$ cat config.mk
export PLATFORM = sky130hd
export DESIGN_NAME = join_result_arbiter
export DESIGN_NICKNAME = d
export VERILOG_FILES = /design/src/rtl/join_result_arbiter.sv
export SDC_FILE = /design/constraint.sdc
export NUM_CORES = 1
export LEC_CHECK = 0
export BUFFER_PORTS_ARGS = -buffer_cell sky130_fd_sc_hd__clkbuf_2
export CAP_MARGIN = 30
export CORE_ASPECT_RATIO = 0.7
export CORE_MARGIN = 1.5
export CORE_UTILIZATION = 55
export DETAILED_ROUTE_END_ITERATION = 10
export GPL_ROUTABILITY_DRIVEN = 0
export PLACE_DENSITY = 0.79
export SLEW_MARGIN = 40
export SYNTH_ARGS = -nofsm -noshare
export SYNTH_HDL_FRONTEND = slang
export SYNTH_SLANG_ARGS = --single-unit
$ cat constraint.sdc
create_clock -name aclk -period 11.5 [get_ports aclk]
set_clock_uncertainty 0.2 [all_clocks]
set_input_delay 1.725 -clock aclk [delete_from_list [all_inputs] [get_ports aclk]]
set_output_delay 1.725 -clock aclk [all_outputs]
set_load 0.05 [all_outputs]
$ cat src/rtl/join_result_arbiter.sv
// Merges per-stage join results onto one valid/ready stream via round-robin slots, and
// generates the chain-wide window flow enable that stalls the chain before a result is lost.
`ifndef PARA_RESULT_PAIR_WIDTH
`define PARA_RESULT_PAIR_WIDTH 17
`endif

module join_result_arbiter #(
    parameter int unsigned NUM_CORES         = 8,
    parameter int unsigned RESULT_PAIR_WIDTH = `PARA_RESULT_PAIR_WIDTH,
    parameter int unsigned ID_WIDTH          = $clog2(NUM_CORES)
) (
    input  logic                                   aclk,
    input  logic                                   ap_rst_n,
    input  logic [NUM_CORES*RESULT_PAIR_WIDTH-1:0] result_pair_in,
    input  logic                                   flow_request,
    output logic                                   window_tuple_flow_enable,
    output logic                                   result_valid,
    input  logic                                   result_ready,
    output logic [RESULT_PAIR_WIDTH-2:0]           result_data,
    output logic [ID_WIDTH-1:0]                    result_core_id,
    output logic                                   slots_empty,
    output logic [31:0]                            result_count,
    output logic [31:0]                            stall_count
);
    localparam int NC = int'(NUM_CORES);
    localparam int RW = int'(RESULT_PAIR_WIDTH);
    localparam int PW = RW - 1;

    logic [NC-1:0] in_valid;
    logic [PW-1:0] in_payload [NC];

    logic [NC-1:0]       slot_full_q, slot_full_d;
    logic [PW-1:0]       slot_data_q [NC];
    logic [PW-1:0]       slot_data_d [NC];
    logic [ID_WIDTH-1:0] rr_ptr_q, rr_ptr_d;
    logic                result_valid_q, result_valid_d;
    logic [PW-1:0]       result_data_q, result_data_d;
    logic [ID_WIDTH-1:0] result_id_q, result_id_d;
    logic [31:0]         result_count_q, result_count_d;
    logic [31:0]         stall_count_q, stall_count_d;

    logic                blocked;
    logic                flow_en;
    logic                any_full;
    logic [ID_WIDTH-1:0] grant_idx;
    logic                out_free;

    always_comb begin
        for (int i = 0; i < NC; i++) begin
            in_valid[i]   = result_pair_in[i*RW + PW];
            in_payload[i] = result_pair_in[i*RW +: PW];
        end
    end

    // Only a new result landing on an already-full slot can lose data.
    assign blocked  = |(in_valid & slot_full_q);
    assign flow_en  = flow_request & ~blocked;
    assign any_full = |slot_full_q;
    assign out_free = ~result_valid_q | result_ready;

    // Pick the full slot with the smallest circular distance from rr_ptr.
    always_comb begin
        int off;
        int best_off;
        off       = 0;
        best_off  = NC;
        grant_idx = '0;
        for (int j = 0; j < NC; j++) begin
            off = j - int'(rr_ptr_q);
            if (off < 0) off += NC;
            if (slot_full_q[j] && (off < best_off)) begin
                best_off  = off;
                grant_idx = ID_WIDTH'(j);
            end
        end
    end

    always_comb begin
        slot_full_d    = slot_full_q;
        slot_data_d    = slot_data_q;
        rr_ptr_d       = rr_ptr_q;
        result_valid_d = result_valid_q;
        result_data_d  = result_data_q;
        result_id_d    = result_id_q;
        result_count_d = result_count_q;
        stall_count_d  = stall_count_q;

        if (out_free) begin
            result_valid_d = any_full;
            if (any_full) begin
                result_data_d          = slot_data_q[grant_idx];
                result_id_d            = grant_idx;
                slot_full_d[grant_idx] = 1'b0;
                rr_ptr_d = (grant_idx == ID_WIDTH'(NC - 1)) ? '0 : grant_idx + ID_WIDTH'(1);
            end
        end

        // Gating guarantees a capturing slot is never the one being drained.
        for (int j = 0; j < NC; j++) begin
            if (flow_en && in_valid[j]) begin
                slot_full_d[j] = 1'b1;
                slot_data_d[j] = in_payload[j];
            end
        end

        if (result_valid_q && result_ready) result_count_d = result_count_q + 32'd1;
        if (flow_request && blocked)        stall_count_d  = stall_count_q + 32'd1;
    end

    always_ff @(posedge aclk or negedge ap_rst_n) begin
        if (!ap_rst_n) begin
            slot_full_q    <= '0;
            for (int j = 0; j < NC; j++) slot_data_q[j] <= '0;
            rr_ptr_q       <= '0;
            result_valid_q <= 1'b0;
            result_data_q  <= '0;
            result_id_q    <= '0;
            result_count_q <= '0;
            stall_count_q  <= '0;
        end else begin
            slot_full_q    <= slot_full_d;
            slot_data_q    <= slot_data_d;
            rr_ptr_q       <= rr_ptr_d;
            result_valid_q <= result_valid_d;
            result_data_q  <= result_data_d;
            result_id_q    <= result_id_d;
            result_count_q <= result_count_d;
            stall_count_q  <= stall_count_d;
        end
    end

    assign window_tuple_flow_enable = flow_en;
    assign result_valid             = result_valid_q;
    assign result_data              = result_data_q;
    assign result_core_id           = result_id_q;
    assign slots_empty              = ~any_full & ~result_valid_q;
    assign result_count             = result_count_q;
    assign stall_count              = stall_count_q;

endmodule

==> impl_metrics.ini <==
[cts]
cts_tree = done
clock_latency_ps = 520
root_buffer = clkbuf_16
cts_max_level = 1
cts_sinks = 223
path_clk_slew_ps = 70
cts_setup_buffers = 0
cts.path.max_buffers = 3
cts_inserted_buffers = 22
cts_resized = 0
hold_buffers = 0

[cells_and_area]
fill_cells = 1547
final_core_util_pct = 66.4
synthToLayoutAreaGrowth_pct = 18.8
fin_nets = 1368
antennaDiodeCount = 0
drive_gt1_share_pct = 34.9

[logic_synthesis]
syn_nets = 1154
syn_area_per_cell_sq_um = 11.0
async_flop_share_pct = 100
synth_edf_count = 0
ys_ff_latch = 223
ys.flop_type = dfrtp_1
syn_inst = 1003
yosys_warnings = 0
seq_area_frac_synth_pct = 50.7
synth_cell_type_count = 70
synthesis.area_sq_um = 11000

[global_routing]
grt_overflow_total = 0
grt_max_degree = 84
grt_pass1_vias = 8640
grt_usage_pct = 28.2
grt_pass1_wl_um = 45700
antenna_found_initial = 0

[timing]
fin_crit_sh_pct = 88.8
setup_tns_ps = 0
hold_violations = 0
worst_slew_pin_slew_ps = 821
maxSlewViolCount = 0
fin_crit_ps = 10220
maxSlewHeadroom_pct = 45.2
rsz0062_at_grt = false
fmax_ghz = 0.0979
finalSetupViolCount = 0

[setup_path]
required_ps = 11690
start_kind = flop
end_kind = flop
crit_type = reg2reg
reg2regPathDepth = 36
cp.arrival_ps = 10410
max_stage_delay_ps = 810
path_max_fanout = 40
crit_path_frequent_cell = ha_1
cpMaxStageDelayCell = dfrtp_1

[outcome]
violations = DRC
status = finished with violations

[placement]
dp_hpwl_um = 21100
numPortBuffers = 225

[worst_hold_path]
holdPathStages = 1
hp-class = reg2reg

[route]
routed_wl_um = 28900
viasPerCell = 5.88
route.detailed.drc = 9
ant_nets = 0
drtIter0Drc = 979
via_count = 8833
avgRoutedWirePerCell_um = 19.3
drt_first_pass_iters = 11

[die]
pin_count = 226
start_util_pct = 55.9
floorplan.die.height_um = 121
core_sq_um = 19700
die_w_um = 172
rows = 43
dieArea_sq_um = 20900

[job]
cap_violations = 0
-- cell usage in the layout (no fill, tap or decap), drive strengths merged, types with 11 or more instances in the layout --
cell | Yosys | final
clkbuf | 28 | 254
dfrtp | 223 | 223
mux2 | 133 | 133
nand2 | 93 | 93
nor2 | 86 | 86
a21oi | 48 | 48
xnor2 | 46 | 46
a31oi | 34 | 34
o21ai | 34 | 34
inv | 30 | 30
nand3 | 27 | 27
mux2i | 19 | 19
xor2 | 18 | 18
and3 | 17 | 17
a211oi | 16 | 16
a221o | 15 | 15
nor3 | 14 | 14
nand4 | 13 | 13
ha | 11 | 11
-- cells by family after synthesis --
kind of cell | Yosys count | share of synthesized area, %
buffers and inverters | 75 | 3.06
AND/OR/NAND/NOR | 282 | 11.9
AO/OA/AOI/OAI | 195 | 12.5
flip-flops | 223 | 50.7
multiplexers | 152 | 15.4
XOR/XNOR | 64 | 5.16
adder cells (fa/ha/maj) | 12 | 1.34
-- final timing paths --
kind,endpoint,startpoint,slack [ps]
worst max-delay path,rr_ptr_q[2],rr_ptr_q[1],1280
worst min-delay path,stall_count[31],stall_count[31],270
worst max register to register,rr_ptr_q[2],rr_ptr_q[1],1280
worst min register to register,stall_count[31],stall_count[31],270
max in group asynchronous,slot_data_q[82],ap_rst_n,8490
min in group asynchronous,result_count[30],ap_rst_n,960
-- state kept, by name, summed over array words and instances (netlist names) --
name,count
result_data,16
stall_count,32
rr_ptr_q,3
result_count,32
result_core_id,3
slot_data_q,128
result_valid,1
slot_full_q,8
-- cell type report --
| type | instances | area, sq um | share of cell area (%) |
|---|---|---|---|
| Clock buffer | 30 | 631 | 4.82 |
| Clock inverter | 8 | 67.6 | 0.517 |
| Inverter | 31 | 118 | 0.899 |
| Multi-Input combinational cell | 705 | 5110 | 39.1 |
| Sequential cell | 223 | 5580 | 42.7 |
| Tap cell | 270 | 338 | 2.58 |
| Timing Repair Buffer | 234 | 1230 | 9.41 |
-- per-layer routing --
| metal | part of all wire, % | track usage, % |
|---|---|---|
| met1 | 43 | 39.9 |
| met2 | 45 | 42.7 |
| met5 | 0 | 0 |
| met4 | 3.1 | 8.26 |
| met3 | 8.9 | 7.44 |
-- synthesized netlist by cell type (9+ instances only) --
library cell / number / area (sq um)
a211oi_1: 16 / 120
a21oi_1: 47 / 235
a221o_1: 15 / 150
a31oi_1: 34 / 213
and2_1: 9 / 56.3
and3_1: 17 / 106
clkbuf_1: 28 / 105
dfrtp_1: 223 / 5580
ha_1: 11 / 138
inv_1: 29 / 109
mux2_2: 130 / 1460
mux2i_1: 19 / 190
nand2_1: 93 / 349
nand3_1: 26 / 130
nand4_1: 13 / 81.3
nor2_1: 84 / 315
nor3_1: 14 / 70.1
o21ai_0: 27 / 135
xnor2_1: 46 / 403
xor2_1: 17 / 149
-- metrics by stage --
step	worst slack, ps	instance area [sq um]	hold WS [ps]	instances
6_report	1280	13100	275	1501
3_5_place_dp	1610	12300	265	1462
2_1_floorplan	3410	11000	272	1003
4_1_cts	1560	13000	277	1500
3_3_place_gp	1920	12300	260	1462
5_1_grt	546	13100	304	1501
-- critical path: cells and delay by family, from the launching register on --
family | cells | cell delay [ps]
buffers and inverters | 4 | 1440
and+or+nand+nor | 10 | 1750
adders and majority gates | 6 | 1960
AOI/OAI and AO/OA | 16 | 3850
DFF | 1 | 810
Power is left out: the tool's default activity adds up to more than one toggle a clock period on the data nets, which glitch-free logic cannot reach.
